$ cat config.mk
export PLATFORM = sky130hd
export DESIGN_NAME = panel_sequencer
export DESIGN_NICKNAME = d
export VERILOG_FILES = /design/src/rtl/panel_sequencer.sv
export SDC_FILE = /design/constraint.sdc
export NUM_CORES = 1
export LEC_CHECK = 0
export CAP_MARGIN = 20
export CORE_ASPECT_RATIO = 0.8
export CORE_MARGIN = 1
export CORE_UTILIZATION = 25
export DETAILED_ROUTE_END_ITERATION = 10
export PLACE_DENSITY = 0.47
export SYNTH_ARGS = -nofsm -noshare
export SYNTH_HDL_FRONTEND = slang
export SYNTH_SLANG_ARGS = --single-unit
$ cat constraint.sdc
create_clock -name clk -period 3.4 [get_ports clk]
set_clock_uncertainty 0.15 [all_clocks]
set_input_delay 1.02 -clock clk [delete_from_list [all_inputs] [get_ports clk]]
set_output_delay 1.02 -clock clk [all_outputs]
set_load 0.02 [all_outputs]
$ cat src/rtl/panel_sequencer.sv
// Front-panel controller: switch conditioning, run/stop/step clock sequencing and panel bus cycles.
// Optional feature macro: PANEL_AUTOINC_EN (ar_inc pulse after every panel bus cycle).
module panel_sequencer #(
    parameter int DEBOUNCE_CYCLES = 16,
    parameter int MEM_CYCLES      = 4
) (
    input  logic clk,
    input  logic nreset,
    input  logic sw_lock,
    input  logic sw_start,
    input  logic sw_stop,
    input  logic sw_cont,
    input  logic sw_step,
    input  logic sw_dep_mem,
    input  logic sw_dep_io,
    input  logic sw_exam_mem,
    input  logic sw_exam_io,
    input  logic iend,
    output logic clken,
    output logic isrun,
    output logic isstop,
    output logic cpu_reset_req,
    output logic panel_req,
    output logic nmem,
    output logic nio,
    output logic nr,
    output logic nw,
    output logic ar_inc
);

    localparam int         NSW      = 8;
    localparam logic [7:0] DEB_LAST = 8'(DEBOUNCE_CYCLES - 1);
    localparam logic [4:0] STB_LAST = 5'(MEM_CYCLES);
    localparam logic [4:0] BUS_LAST = 5'(MEM_CYCLES + 1);

    typedef enum logic [2:0] {
        ST_STOPPED, ST_RUN, ST_STOP_WAIT, ST_STEP_WAIT, ST_BUS
    } state_t;

    typedef enum logic [3:0] {
        CMD_NONE, CMD_STOP, CMD_START, CMD_CONT, CMD_STEP,
        CMD_DEP_MEM, CMD_DEP_IO, CMD_EXAM_MEM, CMD_EXAM_IO
    } cmd_t;

    logic [NSW-1:0] w_sw_raw;
    logic [NSW-1:0] r_sw_meta;
    logic [NSW-1:0] r_sw_sync;
    logic [NSW-1:0] w_sw_fall;
    logic           r_lock_meta, r_lock_sync;
    logic           r_iend_meta, r_iend_sync;

    state_t     r_state;
    cmd_t       w_cmd;
    logic       w_cmd_mem, w_cmd_dep;
    logic       r_armed;
    logic [4:0] r_bus_cnt;
    logic       r_bus_dep;
    logic       r_clken, r_isrun, r_isstop, r_cpu_reset_req;
    logic       r_panel_req, r_nmem, r_nio, r_nr, r_nw;

    // Bit order is also the same-cycle priority order, highest first.
    assign w_sw_raw = {sw_exam_io, sw_exam_mem, sw_dep_io, sw_dep_mem,
                       sw_step, sw_cont, sw_start, sw_stop};

    always_ff @(posedge clk or negedge nreset) begin
        if (!nreset) begin
            r_sw_meta   <= '1;
            r_sw_sync   <= '1;
            r_lock_meta <= 1'b1;
            r_lock_sync <= 1'b1;
            r_iend_meta <= 1'b1;
            r_iend_sync <= 1'b1;
        end else begin
            // NOTE: non-blocking assignments make every flop sample the pre-edge value, so the chain really is two stages.
            r_sw_meta   <= w_sw_raw;
            r_sw_sync   <= r_sw_meta;
            r_lock_meta <= sw_lock;
            r_lock_sync <= r_lock_meta;
            r_iend_meta <= iend;
            r_iend_sync <= r_iend_meta;
        end
    end

    for (genvar g = 0; g < NSW; g++) begin : g_deb
        logic       r_deb;
        logic [7:0] r_cnt;

        always_ff @(posedge clk or negedge nreset) begin
            if (!nreset) begin
                r_deb <= 1'b1;
                r_cnt <= '0;
            end else if (r_sw_sync[g] == r_deb) begin
                r_cnt <= '0;
            end else if (r_cnt == DEB_LAST) begin
                r_deb <= r_sw_sync[g];
                r_cnt <= '0;
            end else begin
                r_cnt <= r_cnt + 8'd1;
            end
        end

        // Press command fires in the same clock the debounced state falls.
        assign w_sw_fall[g] = r_deb & ~r_sw_sync[g] & (r_cnt == DEB_LAST);
    end

    always_comb begin
        // NOTE: default first so every path assigns w_cmd and no latch is inferred.
        w_cmd = CMD_NONE;
        if (!r_lock_sync) begin
            if      (w_sw_fall[0]) w_cmd = CMD_STOP;
            else if (w_sw_fall[1]) w_cmd = CMD_START;
            else if (w_sw_fall[2]) w_cmd = CMD_CONT;
            else if (w_sw_fall[3]) w_cmd = CMD_STEP;
            else if (w_sw_fall[4]) w_cmd = CMD_DEP_MEM;
            else if (w_sw_fall[5]) w_cmd = CMD_DEP_IO;
            else if (w_sw_fall[6]) w_cmd = CMD_EXAM_MEM;
            else if (w_sw_fall[7]) w_cmd = CMD_EXAM_IO;
        end
    end

    assign w_cmd_mem = (w_cmd == CMD_DEP_MEM) || (w_cmd == CMD_EXAM_MEM);
    assign w_cmd_dep = (w_cmd == CMD_DEP_MEM) || (w_cmd == CMD_DEP_IO);

    always_ff @(posedge clk or negedge nreset) begin
        if (!nreset) begin
            r_state         <= ST_STOPPED;
            r_armed         <= 1'b0;
            r_bus_cnt       <= '0;
            r_bus_dep       <= 1'b0;
            r_clken         <= 1'b0;
            r_isrun         <= 1'b0;
            r_isstop        <= 1'b1;
            r_cpu_reset_req <= 1'b0;
            r_panel_req     <= 1'b0;
            r_nmem          <= 1'b1;
            r_nio           <= 1'b1;
            r_nr            <= 1'b1;
            r_nw            <= 1'b1;
        end else begin
            r_cpu_reset_req <= 1'b0;
            case (r_state)
                ST_STOPPED: begin
                    case (w_cmd)
                        CMD_START, CMD_CONT, CMD_STEP: begin
                            r_state         <= (w_cmd == CMD_STEP) ? ST_STEP_WAIT : ST_RUN;
                            r_armed         <= 1'b0;
                            r_cpu_reset_req <= (w_cmd == CMD_START);
                            r_clken         <= 1'b1;
                            r_isrun         <= 1'b1;
                            r_isstop        <= 1'b0;
                        end
                        CMD_DEP_MEM, CMD_DEP_IO, CMD_EXAM_MEM, CMD_EXAM_IO: begin
                            r_state     <= ST_BUS;
                            r_bus_cnt   <= '0;
                            r_bus_dep   <= w_cmd_dep;
                            r_panel_req <= 1'b1;
                            r_nmem      <= ~w_cmd_mem;
                            r_nio       <= w_cmd_mem;
                        end
                        default: ;
                    endcase
                end
                ST_RUN: begin
                    if (w_cmd == CMD_STOP) begin
                        r_state <= ST_STOP_WAIT;
                        r_armed <= 1'b0;
                    end
                end
                ST_STOP_WAIT, ST_STEP_WAIT: begin
                    // Halt only on an iend fall seen after entry, i.e. a full instruction boundary.
                    if (r_iend_sync) begin
                        r_armed <= 1'b1;
                    end else if (r_armed) begin
                        r_state  <= ST_STOPPED;
                        r_clken  <= 1'b0;
                        r_isrun  <= 1'b0;
                        r_isstop <= 1'b1;
                    end
                end
                ST_BUS: begin
                    r_bus_cnt <= r_bus_cnt + 5'd1;
                    if (r_bus_cnt == 5'd0) begin
                        r_nw <= ~r_bus_dep;
                        r_nr <= r_bus_dep;
                    end else if (r_bus_cnt == STB_LAST) begin
                        r_nw <= 1'b1;
                        r_nr <= 1'b1;
                    end else if (r_bus_cnt == BUS_LAST) begin
                        r_state     <= ST_STOPPED;
                        r_panel_req <= 1'b0;
                        r_nmem      <= 1'b1;
                        r_nio       <= 1'b1;
                    end
                end
                default: r_state <= ST_STOPPED;
            endcase
        end
    end

`ifdef PANEL_AUTOINC_EN
    logic r_ar_inc;

    always_ff @(posedge clk or negedge nreset) begin
        if (!nreset) r_ar_inc <= 1'b0;
        else         r_ar_inc <= (r_state == ST_BUS) && (r_bus_cnt == BUS_LAST);
    end

    assign ar_inc = r_ar_inc;
`else
    assign ar_inc = 1'b0;
`endif

    assign clken         = r_clken;
    assign isrun         = r_isrun;
    assign isstop        = r_isstop;
    assign cpu_reset_req = r_cpu_reset_req;
    assign panel_req     = r_panel_req;
    assign nmem          = r_nmem;
    assign nio           = r_nio;
    assign nr            = r_nr;
    assign nw            = r_nw;

endmodule

## Word-level counts from Yosys, hierarchy flattened

Index checks and enable logic that the tools add are counted.

| cells by class | value |
|---|---|
| add/sub/neg operators | 9 |
| multipliers | 0 |
| div/mod/pow operators | 0 |
| magnitude comparators | 0 |
| equal/unequal tests | 40 |
| shift operators | 0 |
| multiplexer cells | 64 |
| bitwise logic cells | 34 |
| reductions and logical operators | 26 |

Operators by type and width:

| kind | number |
|---|---|
| two-way mux 8 bit | 16 |
| adder 8 x 1 -> 8 bit (second input constant) | 8 |
| equality test 8 x 4 -> 1 bit (second input constant) | 8 |
| two-way mux 4 bit | 9 |
| two-way mux 1 bit | 22 |
| AND reduction 2 bit | 11 |
| two-way mux 3 bit | 6 |
| NOT 1 bit | 18 |
| bitwise AND 1 bit | 16 |
| equality test 4 x 3 -> 1 bit (second input constant) | 4 |
| != test 2 bit (second input constant) | 7 |
| case mux 3 bit (4 select lines) | 1 |
| equality test 5 x 3 -> 1 bit (second input constant) | 2 |
| case mux 1 bit (2 select lines) | 5 |
| case mux 5 bit (2 select lines) | 1 |
| equality test 1 bit | 8 |
| equality test 4 x 2 -> 1 bit (second input constant) | 2 |
| AND reduction 4 bit | 2 |
| AND reduction 7 bit | 1 |
| equality test 3 x 2 -> 1 bit (second input constant) | 2 |
| case mux 3 bit (2 select lines) | 1 |
| nonzero test 2 bit | 3 |
| adder 5 x 1 -> 5 bit (second input constant) | 1 |
| zero test 5 bit | 1 |
| 16 further kinds | 18 |

| storage, ports and cells | value |
|---|---|
| bits in registers | 110 |
| latch bits | 0 |
| RAM bits | 0 |
| memory bits (read-only) | 0 |
| bits of input ports | 12 |
| output and inout bits | 10 |
| logic and storage cells | 207 |
| memories | 0 |

## Logic depth before layout (Yosys ltp)

Gate-level depths: netlist of run 1.

| logic depth | value |
|---|---|
| word-level depth | 17 |
| depth in mapped cells | 7 |
| mapped depth without buffers | 7 |

## Least setup slack after synthesis of run 1

No wires, ideal clock.

| timing | value |
|---|---|
| path kind | flip-flop to flip-flop |
| start point | register g_deb[0].r_cnt[0] |
| end point | register r_bus_dep |
| library setup time | 0.128 ns |
| arrival time | 1.918 ns |
| required time | 3.122 ns |
| slack | 1.205 ns |
| stages on the path, launching flop included | 8 |
| path buffers | 1 |
| period minus slack after synthesis | 2.195 ns |
| cells stage by stage | dfrtp_1 ha_1 and3_1 clkbuf_1 a311oi_4 nand4_4 nor2_4 mux2_1 |

| on the way | value |
|---|---|
| cells in the longest elaborated chain, start to end | 7 |
| elaborated cells between the ends (all ways) | 11 |
| classes of those cells | eq/ne: 5; mux: 2; bitwise: 1; reduce/logical: 3 |

RTL lines:

| item | RTL line | text |
|---|---|---|
| from (decl) | 86 | `logic [7:0] r_cnt;` |
| from (signal assigned) | 98 | `r_cnt <= r_cnt + 8'd1;` |
| equality test 8 x 4 -> 1 bit (*) | 103 | `assign w_sw_fall[g] = r_deb & ~r_sw_sync[g] & (r_cnt == DEB_LAST);` |
| bitwise AND 1 bit (*) | 103 |  |
| two-way mux 4 bit (*) | 110 | `if (w_sw_fall[0]) w_cmd = CMD_STOP;` |
| two-way mux 4 bit (*) | 109 | `if (!r_lock_sync) begin` |
| equality test 4 x 3 -> 1 bit (tied with other cells) | 122, 143 |  |
| OR reduction 4 bit | 143 | `case (w_cmd)` |
| AND reduction 2 bit (no line) | -- |  |
| to (signal assigned) | 155 | `r_bus_dep <= w_cmd_dep;` |
| to (decl) | 57 | `logic r_bus_dep;` |

Every way passes the cells marked *; elsewhere a longest branch is shown, timed or not.
A chain may end at the register's enable or synchronous reset.

## Final worst setup path of run 1

| timing | value |
|---|---|
| start point | register r_nmem (netlist: nmem) |
| end point | output nmem |

RTL lines:

| item | RTL line | text |
|---|---|---|
| from (decl) | 59 | `logic r_panel_req, r_nmem, r_nio, r_nr, r_nw;` |
| from (signal assigned) | 157 | `r_nmem <= ~w_cmd_mem;` |
| to (decl) | 24 | `output logic nmem,` |

No word-level cell between the ends.

==> impl_results.md, run 1 <==
- Flip-flop and latch count after synthesis: 110
- Largest net degree at the start of global routing: 70
- Mux contribution to synthesized area: 0.00652
- Number of DRC violations after detailed routing: 0
- Fraction of final layout cells sized beyond drive strength 1: 0.126
- Cell accounting for the most synthesized area: dfrtp_1
- Period utilization: 0.788
- Number of DRC markers after the initial detailed-route iteration: approximately 120
- Wire length per cell after detailed routing: approximately 11 um
- Accumulated negative setup slack: 0 ps
- Area of the die: 19,700 um2
- WL final: 8.20 mm
- Nature of the critical path endpoint: output port
- Number of buffers inserted for hold repair after clock tree synthesis: 0
- GR Util All Layers: 0.0940
- Global placement routability congestion: roughly 0.75
- Number of gates resized after cts: 0
- Headroom to the max-slew limit: 0.648
- Growth of design area from synthesis to finish: 16.9%
- Synthesized Nets: 466
- Startpoint type of the worst setup path: register
- First-pass GRT wire length: 14.6 mm
- Compound-cell area share of the yosys netlist: 0.0590
- Via count of the first global-routing pass: 3,056
- Hold Fails Final Rpt: 0
- Vias/cell: 4.19
- Number of library cell types mapped by synthesis: 42
- Post-place setup slack: 1090 ps
- Die boundary width: between 150 and 200 um
- Count of buffering cells on the critical path with inverters included: 1
- Total clock buffers created by CTS: 9
- Deepest clock path buffer count: 2
- Post-route design area: between 5000 and 6000 um2
- Fmax: 373 MHz
- Number of flops mapped to enable cells by yosys: 0
- Cell Area, Placed: 5300 um2
- Top cells by area in the synthesized netlist: dfrtp_1, dfstp_2, nor2_1
- Placeable core region: 18,400 um2
- Clk Tree Root Cell: clkbuf_16
- Register area share after synthesis: 0.583
- Post-synthesis instance area: 4800 um2
- Mapped Cells: 435
- Slew at the pin with the worst max-slew slack: approximately 520 ps
- Drt first pass iters: 4
- Initial antenna violation count: 0
- Total leakage power: between 2 and 2.5 nW
- Top delay family on crit path: buffers and inverters
- # Max-Cap Violations: 0
- Setup CP Type: reg2out
- DRT antenna net count: 0
- Final nets: between 400 and 500
- Clock sinks: 110
- Leftover overflow at the end of global routing: 0
- Fill count: between 1,500 and 2,000
- Count of final max-slew check failures: 0
- Clock period minus final worst setup slack: 2680 ps
- Basic-gate share of the synthesized area counting and, or, nand and nor cells: 0.191
- Power per unit of standard cell area: 459 nW/um2
- Setup repair after global routing missed its margin: no
- Final Worst Setup Slack: 721 ps
- Main combinational cell family by area after synthesis: simple AND/OR/NAND/NOR gates
- Area of the multi-input gates: 1890 um2
- Effective utilization at floorplan: 0.260
- Mean instance size in the synthesized netlist: 11.0 um2
- Critical Path, Cell by Cell: clkdlybuf4s50_1
- Maximum VDD drop: 0.251 mV
- Number of port buffers: 20
- Proportion of netlist area held by the largest area contributor: 0.402
- Vias after detailed routing: 3,023
- Clock insertion delay at the later pin of the skew report: approximately 370 ps
- Clock tree from TritonCTS: yes
- Synth Area in Adders: 0.0496
- I/O Pins: 22
- Xor and xnor fraction of the mapped netlist area: 0.0877
- YS warnings: 0
- Crit path DAT: 1510 ps
- Type of the tightest min-delay check: reg2reg
- Number of levels the H-tree was split into: 3
- Library cell with the highest instance count after synthesis: nor2_1
- Cell with the largest stage delay on the worst path: clkdlybuf4s50_1
- Delay of the slowest cell on the worst path: 600 ps
- Req. time, crit path: 2230 ps
- Final HPWL from detailed placement: about 5.8 mm
- Setup violators final: 0
- Top cell types by occurrence after synthesis: nor2_1, dfrtp_1, dfstp_2
- Share of flip-flops with an asynchronous set or reset after synthesis: 1.00
- Final antenna diode count: 0
- Sequential cell area: 2790 um2
- CP max FO: 3
- Die Span Y: 126 um
- Row cnt: 44
- Synth Flop Type: dfrtp_1
- Setup fix buffers added after clock tree synthesis: 0
- Status: complete, no violations
- Clock slew at the register clock pins of the worst setup and hold paths: 70 ps
[final cells by class]
class,instances,area share
well taps,253,0.0564
repair buffers,22,0.0402
clock buffers,9,0.0402
clock inverters,7,0.0141
flip-flops and latches,110,0.498
inverters,20,0.0134
multi-input cells,300,0.338
[per-stage QoR]
step / utilization / total power [mW] / instances / hold WS [ps]
4_1_cts: 0.304 / 2.63 / 721 / 208
2_1_floorplan: - / 1.45 / 435 / 195
3_3_place_gp: 0.288 / 1.51 / 705 / 197
5_1_grt: 0.304 / 2.69 / 721 / 212
6_report: 0.304 / 2.58 / 721 / 207
3_5_place_dp: 0.288 / 1.51 / 705 / 197
[worst paths after layout]
check                             startpoint           endpoint  slack, ps  cells after the start
hold / removal                  r_sw_meta[3]       r_sw_sync[3]        210                      0
max in group asynchronous             nreset     g_deb[0].r_deb       2110                      2
setup / recovery                        nmem               nmem        720                      1
setup reg to reg           g_deb[0].r_cnt[0]          r_bus_dep       1100                      6
hold reg to reg                 r_sw_meta[3]       r_sw_sync[3]        210                      0
min in group asynchronous             nreset  g_deb[4].r_cnt[2]        310                      1
[flip-flops by register name (all words and copies together), names as in the netlist, 3 cells and up]
signal and flops:
g_deb.r_cnt 64, g_deb.r_deb 8, r_sw_meta 8, r_sw_sync 8
r_bus_cnt 5, r_state 3
[cells by family (layout without fill, tap and decap cells)]
| family | Yosys count | in the layout |
|---|---|---|
| DFF | 110 | 110 |
| AOI/OAI and AO/OA | 42 | 42 |
| xor gates and xnor gates | 48 | 48 |
| other | 1 | 1 |
| buffers and inverters | 25 | 58 |
| adders and majority gates | 19 | 19 |
| and+or+nand+nor | 187 | 187 |
| muxes | 3 | 3 |
[layout by cell type, fill, tap and decap left out, types with 2 or more instances in the layout]
cell type,count
nor2_1,78
dfrtp_1,77
dfstp_2,33
xnor2_1,32
nand3_1,26
nand2_1,26
inv_1,20
ha_1,19
clkdlybuf4s50_1,19
and3_1,16
xor2_1,16
nand2b_1,13
o21ai_0,11
o31ai_1,11
clkbuf_16,9
nor4_1,8
o21ai_1,6
nor2b_1,5
a21oi_1,5
inv_6,5
nor3_1,4
nand4_1,2
mux2i_1,2
a21o_1,2
buf_4,2
[where the power goes]
group          leakage, nW  total [mW]  internal (mW)  switching (mW)
Combinational        0.907       0.110         0.0434          0.0661
Clock                0.152        1.09          0.584           0.509
Sequential            1.40        1.37           1.35          0.0208
Total                 2.46        2.58           1.98           0.596
[per-layer routing]
layer	vias up	wire, um	global-route usage
met5	-	0	0
met4	0	99	0.0311
met3	6	256	0.0330
met2	20	3750	0.145
met1	1476	4100	0.123
li1	1521	-	-
Note: power is estimated with default switching activity, not from simulation.
==> inputs of run 2 (changes only) <==
Clock period 3.4 ns to 2.5 ns, I/O delays scaled along.
==> run 2 against run 1 <==
Against the previous run:
- sequential share of layout area is essentially flat
- cell count up 0.14%
- critical endpoint unchanged
- critical path type unchanged
- sequential cell count unchanged
- clock power is 31% higher
- setup slack worse by 640 ps
==> impl_results.md, run 2 (same netlist as run 1, synthesis figures left out) <==
- Delay of the slowest cell on the worst path: 610 ps (was 600 ps)
- Req. time, crit path: 1600 ps (was 2230 ps)
- Power per unit of standard cell area: 615 nW/um2 (was 459 nW/um2)
- Worst r2r src: g_deb[0].r_cnt[0] (unchanged)
- Register bank with the most flops: g_deb.r_cnt (unchanged)
- Flip-flop count of the largest register after layout: 64 (unchanged)
- Fill count: 1,874 (was 1,888)
- Sequential cell area: 2790 um2 (unchanged)
- Cell count of the worst reg-to-reg path: 6 (unchanged)
- Accumulated negative setup slack: 0 ps (unchanged)
- Non-filler cells in the finished layout: 722 (was 721)
- Status: complete, no violations (unchanged)
- First-pass GRT wire length: 14.9 mm (was 14.6 mm)
- Clock insertion delay at the later pin of the skew report: 350 ps (was 370 ps)
- Placeable core region: 18,400 um2 (unchanged)
- Terminus of the critical flop-to-flop path: r_bus_dep (unchanged)
- CP max FO: 3 (unchanged)
- Clk Tree Root Cell: clkbuf_16 (unchanged)
- Count of buffering cells on the critical path with inverters included: 1 (unchanged)
- Critical Path, Cell by Cell: clkdlybuf4s50_1 (unchanged)
- Global placement routability congestion: 0.743 (was 0.750)
- GR Util All Layers: 0.0962 (was 0.0940)
- WL final: 8.23 mm (was 8.20 mm)
- Total clock buffers created by CTS: 9 (unchanged)
- Clock period minus final worst setup slack: 2420 ps
- Top delay family on crit path: buffers and inverters (unchanged)
- Drt first pass iters: 4 (unchanged)
- Clock sinks: 110 (unchanged)
- Fmax: 414 MHz
- Period utilization: 0.966
- Nature of the critical path endpoint: output port (unchanged)
- Most used cells in the layout excluding fill and tap cells: nor2_1, dfrtp_1, dfstp_2 (unchanged)
- Growth of design area from synthesis to finish: 16.9% (about the same)
- Area of the die: 19,700 um2 (unchanged)
- Most common cell after layout, fill and taps aside: nor2_1 (unchanged)
- Fraction of final layout cells sized beyond drive strength 1: 0.124 (was 0.126)
- Crit path DAT: 1520 ps (was 1510 ps)
- Post-place setup slack: 229 ps (was 1090 ps)
- Largest net degree at the start of global routing: 70 (unchanged)
- Vias/cell: 4.16 (was 4.19)
- Area of the multi-input gates: 1890 um2 (unchanged)
- Setup repair after global routing missed its margin: no (unchanged)
- Worst setup path startpoint: nmem (unchanged)
- Startpoint type of the worst setup path: register (unchanged)
- Final nets: 495 (was 494)
- Clock slew at the register clock pins of the worst setup and hold paths: 70 ps (about the same)
- Final HPWL from detailed placement: 5.81 mm (was 5.75 mm)
- Leftover overflow at the end of global routing: 0 (unchanged)
- Row cnt: 44 (unchanged)
- Maximum VDD drop: 0.327 mV (was 0.251 mV)
- Levels on crit path: 1 (unchanged)
- Initial antenna violation count: 0 (unchanged)
- Final antenna diode count: 0 (unchanged)
- Hold Fails Final Rpt: 0 (unchanged)
- Deepest clock path buffer count: 2 (unchanged)
- Setup fix buffers added after clock tree synthesis: 0 (unchanged)
- I/O Pins: 22 (unchanged)
- Slew at the pin with the worst max-slew slack: 495 ps (was 524 ps)
- Clock tree from TritonCTS: yes (unchanged)
- Type of the tightest min-delay check: in2async (was reg2reg)
- Timing endpoint of the critical path: nmem (unchanged)
- DRT antenna net count: 0 (unchanged)
- Final Worst Setup Slack: 84.4 ps (was 721 ps)
- Setup violators final: 0 (unchanged)
- Headroom to the max-slew limit: 0.667 (was 0.648)
- Inst Count DP: 706 (was 705)
- Via count of the first global-routing pass: 3,153 (was 3,056)
- Count of final max-slew check failures: 0 (unchanged)
- Effective utilization at floorplan: 0.260 (unchanged)
- Vias after detailed routing: 3,001 (was 3,023)
- Setup CP Type: reg2out (unchanged)
- Number of gates resized after cts: 0 (unchanged)
- Number of DRC violations after detailed routing: 0 (unchanged)
- Final Total Pwr: 3.45 mW (was 2.58 mW)
- Number of levels the H-tree was split into: 3 (unchanged)
- Cell with the largest stage delay on the worst path: clkdlybuf4s50_1 (unchanged)
- Die Span Y: 126 um (unchanged)
- Wire length per cell after detailed routing: 11.4 um (about the same)
- Die boundary width: 157 um (unchanged)
- Number of buffers inserted for hold repair after clock tree synthesis: 0 (unchanged)
- Reg2reg setup slack: 220 ps (was 1100 ps)
- Number of port buffers: 20 (unchanged)
- Total leakage power: 2.45 nW (was 2.46 nW)
- Number of DRC markers after the initial detailed-route iteration: 184 (was 118)
- # Max-Cap Violations: 0 (unchanged)
-- run 2: cell count changes in the layout (fill, tap and decap cells not counted) --
cell / previous run / this run
clkinvlp_4: 0 / 1
buf_4: 2 / 3
inv_6: 5 / 0
clkbuf_8: 0 / 1
clkinv_2: 1 / 2
clkbuf_1: 0 / 2
-- run 2: power breakdown --
part           internal (mW)  switching, mW
registers               1.84         0.0285
logic                 0.0592         0.0899
clock network          0.802          0.626
total                   2.70          0.744
-- run 2: worst min path at each step --
stage	end	depth (start not counted)
floorplan	r_iend_sync	0
global placement	r_sw_sync[2]	0
detailed placement	r_sw_sync[2]	0
CTS	g_deb[4].r_cnt[5]	1
global route	g_deb[4].r_cnt[5]	1
finish	g_deb[4].r_cnt[5]	1
-- run 2: layout make-up --
type	instances	area share
Inverter	20	0.0134
Multi-Input combinational cell	300	0.338
Timing Repair Buffer	23	0.0415
Tap cell	253	0.0565
Clock inverter	4	0.00848
Clock buffer	12	0.0440
Sequential cell	110	0.498
-- run 2: layer usage --
layer,track usage,share of wire,vias up
met2,0.146,0.46,19
met3,0.0327,0.033,12
met1,0.126,0.49,1458
li1,-,-,1512
met5,0,0,-
met4,0.0363,0.016,0
-- run 2: stage by stage --
step / hold WS [ps] / utilization / area, um2
CTS: 111 / 0.304 / 5610
global route: 123 / 0.304 / 5610
finish: 118 / 0.304 / 5610
detailed placement: 197 / 0.288 / 5310
floorplan: 195 / - / 4800
global placement: 196 / 0.288 / 5310
==> inputs of run 3 (changes only) <==
Settings changed: ABC_CLOCK_PERIOD_IN_PS from default to 2500.
==> results of run 3 <==
No change in the layout: final DEF, timing and power equal those of run 2.
